**config.mk**
```make
export PLATFORM = sky130hd
export DESIGN_NAME = dec_correct_stage
export DESIGN_NICKNAME = d
export VERILOG_FILES = /design/src/rtl/dec_pkg.sv /design/src/rtl/dec_err_counter.sv /design/src/rtl/dec_correct_stage.sv
export SDC_FILE = /design/constraint.sdc
export NUM_CORES = 1
export LEC_CHECK = 0
export ABC_AREA = 1
export CORE_ASPECT_RATIO = 2
export CORE_UTILIZATION = 53
export DETAILED_ROUTE_END_ITERATION = 6
export PLACE_DENSITY = 0.82
export SYNTH_ARGS = -nofsm -noshare
export SYNTH_HDL_FRONTEND = slang
export SYNTH_SLANG_ARGS = --single-unit
```
**constraint.sdc**
```tcl
create_clock -name clk -period 3.1 [get_ports clk]
set_input_delay 0.62 -clock clk [delete_from_list [all_inputs] [get_ports clk]]
set_output_delay 0.62 -clock clk [all_outputs]
set_load 0.05 [all_outputs]
```
**src/rtl/dec_pkg.sv**
```systemverilog
// Shared definitions for the decoder correction path: codeword-width encodings,
// the width lookup and the error-classification enum.
package dec_pkg;

    localparam logic [1:0] CW_8  = 2'b00;
    localparam logic [1:0] CW_16 = 2'b01;
    localparam logic [1:0] CW_32 = 2'b10;

    typedef enum logic [1:0] {
        NO_ERR     = 2'd0,
        SINGLE_ERR = 2'd1,
        MULTI_ERR  = 2'd2
    } err_e;

    // Bit 1 wins over bit 0, so 2'b11 also selects the 32-bit width.
    function automatic logic [5:0] cw_width(input logic [1:0] enc);
        logic [5:0] w;
        case (enc)
            CW_8:    w = 6'd8;
            CW_16:   w = 6'd16;
            default: w = 6'd32;
        endcase
        return w;
    endfunction

endpackage

```
**src/rtl/dec_err_counter.sv**
```systemverilog
// Saturating event counter with synchronous clear; clear beats increment.
module dec_err_counter #(
    parameter int CNT_W = 16
) (
    input  logic             clk,
    input  logic             rst,
    input  logic             clr,
    input  logic             inc,
    output logic [CNT_W-1:0] cnt
);

    logic [CNT_W-1:0] cnt_q;
    logic [CNT_W-1:0] cnt_d;

    always_comb begin
        cnt_d = cnt_q;
        if (clr) begin
            cnt_d = '0;
        end else if (inc && (cnt_q != {CNT_W{1'b1}})) begin
            cnt_d = cnt_q + {{(CNT_W-1){1'b0}}, 1'b1};
        end
    end

    always_ff @(posedge clk or negedge rst) begin
        if (!rst) begin
            cnt_q <= '0;
        end else begin
            cnt_q <= cnt_d;
        end
    end

    assign cnt = cnt_q;

endmodule

```
**src/rtl/dec_correct_stage.sv**
```systemverilog
// Two-stage single-error correction stage with valid/ready on both sides.
// Define DEC_ERR_STATS_EN to build the saturating single/multi-error counters.
module dec_correct_stage
    import dec_pkg::*;
#(
    parameter int DATA_W = 32,
    parameter int CNT_W  = 16
) (
    input  logic              clk,
    input  logic              rst,
    input  logic              in_valid,
    output logic              in_ready,
    input  logic [DATA_W-1:0] codeword,
    input  logic [5:0]        s,
    input  logic [1:0]        codeword_width,
    input  logic              isCol,
    input  logic [4:0]        whatCol,
    output logic              out_valid,
    input  logic              out_ready,
    output logic [DATA_W-1:0] data_out,
    output logic [1:0]        num_of_errors,
    output logic [CNT_W-1:0]  single_cnt,
    output logic [CNT_W-1:0]  double_cnt,
    input  logic              stats_clr
);

    function automatic logic [DATA_W-1:0] width_mask(input logic [5:0] w);
        logic [DATA_W-1:0] m;
        for (int i = 0; i < DATA_W; i++) begin
            m[i] = (i < int'(w));
        end
        return m;
    endfunction

    function automatic logic [DATA_W-1:0] flip_bit(input logic [DATA_W-1:0] d,
                                                   input logic [4:0]        idx);
        logic [DATA_W-1:0] r;
        r = d;
        for (int i = 0; i < DATA_W; i++) begin
            if (i == int'(idx)) begin
                r[i] = ~d[i];
            end
        end
        return r;
    endfunction

    // A located column outside the active width cannot be a real single error.
    function automatic err_e classify(input logic [5:0] syn,
                                      input logic       col_hit,
                                      input logic [4:0] col_idx,
                                      input logic [5:0] w);
        err_e e;
        if (syn == 6'd0) begin
            e = NO_ERR;
        end else if (col_hit && ({1'b0, col_idx} < w)) begin
            e = SINGLE_ERR;
        end else begin
            e = MULTI_ERR;
        end
        return e;
    endfunction

    logic              vld_p1_q, vld_p1_d;
    logic [DATA_W-1:0] data_p1_q, data_p1_d;
    logic [5:0]        s_p1_q, s_p1_d;
    logic              iscol_p1_q, iscol_p1_d;
    logic [4:0]        whatcol_p1_q, whatcol_p1_d;
    logic [5:0]        width_p1_q, width_p1_d;

    logic              vld_p2_q, vld_p2_d;
    logic [DATA_W-1:0] data_p2_q, data_p2_d;
    err_e              err_p2_q, err_p2_d;

    logic              ld_p2;
    logic              acc;
    err_e              err_p1;

    always_comb begin
        ld_p2    = !vld_p2_q || out_ready;
        in_ready = !vld_p1_q || ld_p2;
        acc      = in_valid && in_ready;
    end

    // Stage 1: capture the word masked to its own active width.
    always_comb begin
        vld_p1_d     = in_ready ? acc : vld_p1_q;
        data_p1_d    = data_p1_q;
        s_p1_d       = s_p1_q;
        iscol_p1_d   = iscol_p1_q;
        whatcol_p1_d = whatcol_p1_q;
        width_p1_d   = width_p1_q;
        if (acc) begin
            width_p1_d   = cw_width(codeword_width);
            data_p1_d    = codeword & width_mask(width_p1_d);
            s_p1_d       = s;
            iscol_p1_d   = isCol;
            whatcol_p1_d = whatCol;
        end
    end

    always_ff @(posedge clk or negedge rst) begin
        if (!rst) begin
            vld_p1_q <= 1'b0;
        end else begin
            vld_p1_q <= vld_p1_d;
        end
    end

    always_ff @(posedge clk) begin
        data_p1_q    <= data_p1_d;
        s_p1_q       <= s_p1_d;
        iscol_p1_q   <= iscol_p1_d;
        whatcol_p1_q <= whatcol_p1_d;
        width_p1_q   <= width_p1_d;
    end

    // Stage 2: classify and correct straight into the output register.
    always_comb begin
        err_p1    = classify(s_p1_q, iscol_p1_q, whatcol_p1_q, width_p1_q);
        vld_p2_d  = vld_p2_q;
        data_p2_d = data_p2_q;
        err_p2_d  = err_p2_q;
        if (ld_p2) begin
            vld_p2_d = vld_p1_q;
            if (vld_p1_q) begin
                err_p2_d  = err_p1;
                data_p2_d = (err_p1 == SINGLE_ERR) ? flip_bit(data_p1_q, whatcol_p1_q)
                                                   : data_p1_q;
            end
        end
    end

    always_ff @(posedge clk or negedge rst) begin
        if (!rst) begin
            vld_p2_q  <= 1'b0;
            data_p2_q <= '0;
            err_p2_q  <= NO_ERR;
        end else begin
            vld_p2_q  <= vld_p2_d;
            data_p2_q <= data_p2_d;
            err_p2_q  <= err_p2_d;
        end
    end

    assign out_valid     = vld_p2_q;
    assign data_out      = data_p2_q;
    assign num_of_errors = err_p2_q;

`ifdef DEC_ERR_STATS_EN
    logic out_fire;
    logic single_inc;
    logic double_inc;

    always_comb begin
        out_fire   = vld_p2_q && out_ready;
        single_inc = out_fire && (err_p2_q == SINGLE_ERR);
        double_inc = out_fire && (err_p2_q == MULTI_ERR);
    end

    dec_err_counter #(
        .CNT_W(CNT_W)
    ) u_single_cnt (
        .clk (clk),
        .rst (rst),
        .clr (stats_clr),
        .inc (single_inc),
        .cnt (single_cnt)
    );

    dec_err_counter #(
        .CNT_W(CNT_W)
    ) u_double_cnt (
        .clk (clk),
        .rst (rst),
        .clr (stats_clr),
        .inc (double_inc),
        .cnt (double_cnt)
    );
`else
    logic unused_stats_clr;

    assign unused_stats_clr = stats_clr;
    assign single_cnt       = '0;
    assign double_cnt       = '0;
`endif

endmodule

```
==> results.md, run 1 <==
- Kind of cell adding the most delay to the critical path: buffers and inverters
- Slew headroom: just over 40%
- Synth top area cells: edfxtp_1 31%, nand2_1 24%, dfrtp_1 20%
- CP startpoint kind: primary input
- Post-synth ARST share: 43.37%
- Final wirelength: between 9000 and 10000 um
- Minimum clock period: roughly 2.6 ns
- Register area share after synthesis: 50.11%
- Most numerous cell in the Yosys netlist: nand2_1
- Detail Placement HPWL: approximately 6800 um
- Top-Level Pins: around 120
- Post-synth cell types: 21
- Layout fillers: between 600 and 700
- Setup crit end kind: primary output
- Top cells by instance count after synthesis: 290 x nand2_1, 65 x inv_1, 47 x edfxtp_1
- Crit path cell chain: clkdlybuf4s50_1, inv_1, nand3_1, clkdlybuf4s50_1
- Worst Tran Pin Value: 0.8960 ns
- Cts hold-fix bufs: 0
- N_diodes: 0
- Layout cells sized above 1: under 10%
- Hold Crit Class: reg2reg
- RR Startpoint: whatcol_p1_q[4]
- Total power: just under 0.004 W
- CTS resizes: 0
- Worst setup margin: 0.4547 ns
- LEAKAGE: 2.895 nW
- CTS tree: done
- Final Setup Violations: 0
- Row Count: 47
- Worst path arrival time: approximately 2.0 ns
- Pre-Repair DR Iteration Count: 4
- GP Congestion: approximately 0.86
- Critical setup path kind: in2out
- Post-CTS Setup Inserts: 0
- Outcome: finished, final reports clean
- Peak supply drop: between 0.3 and 0.4 mV
- Setup Skew: just over 0.007 ns
- Worst flop-to-flop path endpoint: data_out[8]
- Chip Width: 67.98 um
- Tcrit/Tclk final: a little under nine tenths
- Initial antenna violation count: 0
- Port buffer count: 85
- Syn-to-layout area delta: 21.96%
- Pwr Density: roughly 700 nW/um2
- Grt ovf: 0
- R2R depth: 9
- Final hold violations: 0
- Vias in the first global route: between 3000 and 4000
- Most used cell, CP: clkdlybuf4s50_1
- Post-layout net count: 722
- Top FF cell, synth: edfxtp_1
- GRT Total Usage: roughly 22%
- DRC: 0
- Hold Startpoint: data_out[11]
- Max-Cap Viols: 0
- Number of enable flip-flop cells after synthesis: between 40 and 50
- Syn avg cell area: around 7.6 um2
- Delay of the slowest critical-path stage: approximately 0.8 ns
- Critical path peak fanout: 3
- Top cell type's share of synthesized area: a little under a third
- Drt initial violations: between 200 and 250
- Final ANT Viol Nets: 0
- Hold Crit Depth: 2
- Hold EP: data_out[11]
- Critical path data required time: between 2 and 2.5 ns
- Vias: about 3800
- Clock Tree Root: clkbuf_16
- RSZ-0062 raised after global routing: no
- Core Region: roughly 8400 um2
- FMAX: about 380 MHz
- Yosys reg bits: 83
- Largest net degree at the start of global routing: 48
- Die ar.: approximately 9100 um2
- Mapped cell area: between 4000 and 5000 um2
- DR vias/cell: around 5
- Gate Count Post-Synth: between 600 and 700
- Clk Latency, worst-skew pair: 0.33 ns
- Buffers & Inverters on Critical Path: 3
- Final Max Tran Viols: 0
- TritonCTS buffer count: 9
- Die height: between 100 and 150 um
- # H-tree levels: 3
- Clock-pin slew on the worst setup and hold paths: approximately 0.050 ns
- First-pass GRT wire length: approximately 15000 um
- Dpl ws: between 0.4 and 0.5 ns
- Footprint of the multi-input gates: between 1500 and 2000 um2
- FF+latch area: between 2000 and 2500 um2
- CTS Buffer Depth: 2
- Critical path's slowest cell: clkdlybuf4s50_1
- Synth warnings: 0
- TNS Setup: 0 ns
- Starting Density: a little under three fifths
- Cell taking the most area after synthesis: edfxtp_1
- Reg2Reg Setup Slack: about 1.1 ns
- WL/cell: between 10 and 15 um
- CTS sink cnt: just over 80
-- metal layers --
metal | global-route usage, % | vias up | part of all wire (%)
li1 | - | 1936 | -
met1 | 28.01 | 1686 | 41
met2 | 36.66 | 136 | 52
met3 | 3.912 | 15 | 5.1
met4 | 9.838 | 0 | 1.9
met5 | 0 | - | 0
-- kinds of logic after synthesis --
logic type	count (synthesis)	synth area share [%]
DFF	83	50.11
and+or+nand+nor	382	34.19
adders and majority gates	1	0.2711
other	1	0.08127
buffers and inverters	138	15.08
AOI/OAI and AO/OA	2	0.2711
-- cell type report --
class | count | share of cell area, %
clock inverters | 1 | 0.5336
multi-input cells | 417 | 30.61
well taps | 98 | 2.179
repair buffers | 91 | 15.92
flip-flops and latches | 83 | 41.08
inverters | 68 | 4.535
clock buffers | 15 | 5.136
-- metrics by stage --
step / hold WS (ns) / utilization (%) / instances / area (um2)
2_1_floorplan: 0.3244 / - / 638 / 4731
3_3_place_gp: 0.4627 / 63.58 / 757 / 5309
3_5_place_dp: 0.4642 / 63.58 / 757 / 5309
4_1_cts: 0.4798 / 67.40 / 773 / 5628
5_1_grt: 0.4943 / 67.40 / 773 / 5628
6_report: 0.4732 / 67.40 / 773 / 5628
-- worst register-to-register path: stages (launching register included) --
cell and delay, ns:
edfxtp_1 0.39, buf_4 0.25, inv_1 0.70, nand3_1 0.18, nand2_1 0.10, nand2_1 0.05, nand2_1 0.06, nand2_1 0.06
nand2_1 0.06, nand2_1 0.05
-- worst max-delay path by stage --
stage / startpoint / end / slack (ns) / cells after the start
2_1_floorplan: out_valid / data_p1_q[0] / 0.52 / 3
3_3_place_gp: out_ready / in_ready / 0.46 / 4
3_5_place_dp: out_ready / in_ready / 0.45 / 4
4_1_cts: out_ready / in_ready / 0.45 / 4
5_1_grt: out_ready / in_ready / 0.36 / 4
6_report: out_ready / in_ready / 0.45 / 4
-- flip-flops by register name (all words and copies together), names as in the netlist --
name           count
data_out          32
data_p1_q         32
iscol_p1_q         1
num_of_errors      2
out_valid          1
s_p1_q             6
vld_p1_q           1
whatcol_p1_q       5
width_p1_q         3
-- power breakdown --
part	leakage (nW)	switching [W]	internal, W
logic	1.83	0.000937	0.000410
registers	0.912	0.000110	0.00137
clock network	0.155	0.000388	0.000717
total	2.90	0.00143	0.00250
-- placed cells by master, fill, tap and decap left out --
| cell | synthesis | layout |
|---|---|---|
| nand2_1 | 290 | 290 |
| clkdlybuf4s50_1 | 0 | 85 |
| inv_1 | 65 | 65 |
| edfxtp_1 | 47 | 47 |
| nand3_1 | 41 | 41 |
| dfrtp_1 | 36 | 36 |
| conb_1 | 1 | 32 |
| nand4_1 | 22 | 22 |
| nor2_1 | 20 | 20 |
| clkbuf_16 | 0 | 10 |
| buf_4 | 38 | 6 |
| nor2_2 | 4 | 4 |
| inv_2 | 3 | 3 |
| clkbuf_1 | 16 | 3 |
| nand3_2 | 2 | 2 |
| nand3b_1 | 2 | 2 |
| clkbuf_8 | 0 | 2 |
| a21boi_1 | 1 | 1 |
| nor2_4 | 1 | 1 |
| o21ai_0 | 1 | 1 |
| ha_1 | 1 | 1 |
| bufinv_16 | 0 | 1 |
Note: power is estimated with default switching activity, not from simulation.
==> inputs of run 2 (changes only) <==
==> constraint.sdc (replaced) <==
create_clock -name clk -period 3.2 [get_ports clk]
set_input_delay 0.64 -clock clk [delete_from_list [all_inputs] [get_ports clk]]
set_output_delay 0.64 -clock clk [all_outputs]
set_load 0.05 [all_outputs]
==> results.md, run 2 (synthesized netlist as in run 1, its figures left out) <==
- Pwr Density: approximately 690 nW/um2
- Minimum clock period: between 2 and 3 ns
- Layout cells sized above 1: roughly 4.6%
- GP Congestion: 0.8852
- Worst path arrival time: ~2.1 ns
- Reg2Reg Setup Slack: roughly 1.2 ns
- TNS Setup: 0 ns
- First-pass GRT wire length: between 15000 and 20000 um
- Top-Level Pins: roughly 120
- RR Startpoint: whatcol_p1_q[4]
- Setup Skew: 0.006729 ns
- Tcrit/Tclk final: a little under nine tenths
- Critical path data required time: roughly 2.6 ns
- RSZ-0062 raised after global routing: no
- Drt initial violations: approximately 190
- Hold Startpoint: data_out[8]
- Layout fillers: around 700
- Worst Tran Pin Value: approximately 0.9 ns
- Critical path's slowest cell: clkdlybuf4s50_1
- Post-CTS Setup Inserts: 0
- Core Region: 8351 um2
- Critical path peak fanout: 3
- Peak supply drop: 0.4419 mV
- WL/cell: roughly 12 um
- Die height: around 130 um
- Hold Slack: 0.4779 ns
- Most common cell after layout, fill and taps aside: nand2_1
- CTS resizes: 0
- Final Setup Violations: 0
- Dpl ws: 0.4767 ns
- Vias: 3774
- N_diodes: 0
- DRC: 0
- CTS sink cnt: between 80 and 90
- Setup crit end kind: primary output
- Crit path cell chain: clkdlybuf4s50_1, inv_1, nand3_1, clkdlybuf4s50_1
- Final ANT Viol Nets: 0
- Kind of cell adding the most delay to the critical path: buffers and inverters
- Initial antenna violation count: 0
- Clock-pin slew on the worst setup and hold paths: 0.06 ns
- Worst setup margin: 0.4744 ns
- Starting Density: between 50 and 60%
- Detail Placement HPWL: 6875 um
- CTS Buffer Depth: 2
- CP startpoint: out_ready
- Cts hold-fix bufs: 0
- Most used cell, CP: clkdlybuf4s50_1
- Final wirelength: around 9600 um
- Buffers & Inverters on Critical Path: 3
- Grt ovf: 0
- Largest net degree at the start of global routing: between 40 and 50
- Slew headroom: roughly two fifths
- TritonCTS buffer count: 9
- LEAKAGE: just under 3 nW
- Chip Width: ~68 um
- Final Max Tran Viols: 0
- Vias in the first global route: between 3000 and 4000
- Clock Tree Root: clkbuf_16
- Critical setup path kind: in2out
- Die ar.: just over 9000 um2
- Delay of the slowest critical-path stage: between 0.8 and 0.9 ns
- Max-Cap Viols: 0
- Outcome: finished, final reports clean
- CP startpoint kind: primary input
- Row Count: 47
- Syn-to-layout area delta: 22.37%
- Most frequent cells in the layout: 290 x nand2_1, 85 x clkdlybuf4s50_1, 65 x inv_1
- Final hold violations: 0
- Clk Latency, worst-skew pair: between 0.3 and 0.4 ns
- # H-tree levels: 3
- Port buffer count: 85
- Pre-Repair DR Iteration Count: 4
- DR vias/cell: 4.882
- CTS tree: done
- Post-layout net count: just over 700
- Hold Crit Class: reg2reg
- FMAX: 366.9 MHz
- GRT Total Usage: about 23%
run 2: changes by cell type in the layout (fill, tap and decap cells not counted):
| cell | before | now |
|---|---|---|
| bufinv_16 | 1 | 2 |
| clkbuf_8 | 2 | 1 |
| clkinv_2 | 0 | 2 |
| clkbuf_1 | 3 | 1 |
run 2: per-layer routing:
metal	share of wire (%)	up-vias	wire, um	track usage (%)
met2	51	138	4911	37.31
met5	0	-	0	0
met4	3.1	0	294	13.08
met3	4.6	24	441	3.997
met1	41	1688	3979	28.31
li1	-	1924	-	-
run 2: worst paths after layout:
kind,endpoint,depth (start not counted)
worst max register to register,data_out[13],9
max in group asynchronous,data_out[3],2
worst min-delay path,data_out[8],2
worst max-delay path,in_ready,4
min in group asynchronous,data_out[16],2
worst min register to register,data_out[8],2
run 2: power by group:
group          switching [W]  internal, W  total, W
Combinational       0.000913     0.000397   0.00131
Sequential          0.000104      0.00133   0.00143
Clock               0.000391     0.000749   0.00114
Total                0.00141      0.00247   0.00388
run 2: cell type report:
type	instances	area (um2)	share of cell area [%]
Clock buffer	12	267.8	4.742
Clock inverter	4	70.07	1.241
Inverter	68	255.2	4.520
Multi-Input combinational cell	417	1723	30.51
Sequential cell	83	2312	40.95
Tap cell	98	122.6	2.172
Timing Repair Buffer	91	895.9	15.87
run 2: metrics by stage:
| stage | area (um2) | cells | util [%] | total power, W |
|---|---|---|---|---|
| after detailed placement | 5309 | 757 | 63.58 | 0.002763 |
| after floorplan | 4731 | 638 | - | 0.002376 |
| after CTS | 5647 | 773 | 67.62 | 0.003907 |
| after global placement | 5309 | 757 | 63.58 | 0.002733 |
| after global routing | 5647 | 773 | 67.62 | 0.004063 |
| final | 5647 | 773 | 67.62 | 0.003881 |
run 2: worst register-to-register path: cells and delay by family (launching register included):
| family | cells | cell delay, ns |
|---|---|---|
| buffers and inverters | 2 | 0.97 |
| DFF | 1 | 0.39 |
| and+or+nand+nor | 7 | 0.58 |
==> inputs of run 3 (changes only) <==
--- a/config.mk
+++ b/config.mk
@@ -6,10 +6,11 @@
 export NUM_CORES = 1
 export LEC_CHECK = 0
 export ABC_AREA = 1
-export CORE_ASPECT_RATIO = 2
 export CORE_UTILIZATION = 53
 export DETAILED_ROUTE_END_ITERATION = 6
+export MAX_ROUTING_LAYER = met4
 export PLACE_DENSITY = 0.82
+export SETUP_SLACK_MARGIN = 0.15
 export SYNTH_ARGS = -nofsm -noshare
 export SYNTH_HDL_FRONTEND = slang
 export SYNTH_SLANG_ARGS = --single-unit
==> results.md, run 3 (synthesized netlist as in run 1, its figures left out) <==
- Outcome: finished, final reports clean
- Final Setup Violations: 0
- Cts hold-fix bufs: 0
- GRT Total Usage: roughly 25%
- Clk Latency, worst-skew pair: 0.35 ns
- Critical setup path kind: in2out
- Clock-pin slew on the worst setup and hold paths: 0.09 ns
- Worst Tran Pin Value: 0.9484 ns
- Sequential share of power: about two fifths
- Grt ovf: 0
- Chip Width: ~95 um
- CTS sink cnt: 83
- Critical path data required time: approximately 2.6 ns
- Final wirelength: between 9000 and 10000 um
- Most frequent cells in the layout: 290 x nand2_1, 85 x clkdlybuf4s50_1, 64 x inv_1
- Slew headroom: between 30% and 40%
- Crit path cell chain: clkdlybuf4s50_1, inv_1, nand3_1, clkdlybuf4s50_1
- Minimum clock period: approximately 2.7 ns
- FMAX: 368.6 MHz
- CTS Buffer Depth: 2
- Most common cell after layout, fill and taps aside: nand2_1
- Post-layout net count: ~720
- Cell total after placement: about 760
- Layout cells sized above 1: approximately 4.6%
- TNS Setup: 0 ns
- Initial antenna violation count: 0
- DR vias/cell: approximately 4.9
- Final ANT Viol Nets: 0
- Final Instance Area: ~5500 um2
- CTS resizes: 0
- Starting Density: between 50 and 60%
- Setup Skew: between 0.01 and 0.015 ns
- Clock Tree Root: clkbuf_8
- Vias: 3800
- TritonCTS buffer count: 9
- Vias in the first global route: ~3400
- Pre-Repair DR Iteration Count: 5
- Layout fillers: between 600 and 700
- N_diodes: 0
- Critical path peak fanout: 3
- Port buffer count: 85
- Switch share: between 30% and 40%
- Non-Filler Instances: 780
- First-pass GRT wire length: between 15000 and 20000 um
- RR Startpoint: whatcol_p1_q[4]
- Die ar.: 9084 um2
- Tcrit/Tclk final: 84.77%
- Comb pwr share: a little under two fifths
- CP startpoint: out_ready
- Drt initial violations: 240
- Post-CTS Setup Inserts: 0
- Hold Slack: roughly 0.48 ns
- Setup crit end kind: primary output
- CP startpoint kind: primary input
- Critical path's slowest cell: clkdlybuf4s50_1
- Final Max Tran Viols: 0
- Delay of the slowest critical-path stage: 0.81 ns
- Hold Startpoint: data_out[19]
- Top-Level Pins: between 100 and 150
- DRC: 0
- Clock network fraction of total power: 23.1%
- RSZ-0062 raised after global routing: no
- # H-tree levels: 3
- Syn-to-layout area delta: 19.98%
- Final hold violations: 0
- Final Util: between 60% and 70%
- Detail Placement HPWL: 6928 um
- Peak supply drop: 0.2689 mV
- LEAKAGE: roughly 2.8 nW
- Core Region: ~8300 um2
- Most used cell, CP: clkdlybuf4s50_1
- Max-Cap Viols: 0
- Largest net degree at the start of global routing: 48
- Pwr Density: around 650 nW/um2
- Die height: between 90 and 100 um
- Pint: 0.002180 W
- CTS tree: done
- GP Congestion: ~0.88
- Hold Crit Class: reg2reg
- Sw power: about 0.0014 W
- Row Count: 33
- WL/cell: around 13 um
- Placed Area: ~5300 um2
- Worst path arrival time: 2.07 ns
## run 3: cell types whose count changed in the layout (fill, tap and decap cells not counted), sizes merged
cell / previous run / this run
clkbuf: 12 / 11
clkinv: 2 / 3
inv: 68 / 67
clkinvlp: 0 / 1
## run 3: metrics by stage
stage / power, W / setup WS [ns]
6_report: 0.003580 / 0.4873
5_1_grt: 0.003774 / 0.4397
4_1_cts: 0.003602 / 0.4741
3_5_place_dp: 0.002778 / 0.4750
3_3_place_gp: 0.002745 / 0.5084
2_1_floorplan: 0.002376 / 0.6243
## run 3: per-layer routing
layer	track usage [%]	wire length, um	vias to the layer above
met3	4.785	601	15
met5	-	0	-
met1	33.94	4655	1686
li1	-	-	1931
met2	35.77	4568	168
met4	9.217	171	0
## run 3: area by class of cell
type | count | area (um2) | share of cell area, %
Tap cell | 105 | 131.4 | 2.373
Sequential cell | 83 | 2312 | 41.76
Clock buffer | 11 | 141.4 | 2.554
Timing Repair Buffer | 91 | 895.9 | 16.18
Inverter | 68 | 255.2 | 4.610
Multi-Input combinational cell | 417 | 1723 | 31.12
Clock inverter | 5 | 77.57 | 1.401
## run 3: worst max-delay path: cells and delay by family
family	cells	cell delay (ns)
buffers and inverters	3	1.34
AND/OR/NAND/NOR	1	0.10
## run 3: power by group through the flow
stage	Sequential (W)	Combinational, W	Clock [W]
global route	0.00146	0.00142	0.000895
finish	0.00143	0.00132	0.000827
floorplan	0.00190	0.000480	0
detailed placement	0.00146	0.00132	0
CTS	0.00143	0.00132	0.000844
global placement	0.00145	0.00130	0
## run 3: final timing paths
path / slack (ns) / cells after the start / to
max: 0.49 / 4 / in_ready
min: 0.48 / 2 / data_out[19]
max reg2reg: 1.10 / 9 / data_out[0]
min reg2reg: 0.48 / 2 / data_out[19]
max in group asynchronous: 2.16 / 2 / data_out[25]
min in group asynchronous: 0.71 / 2 / data_out[15]
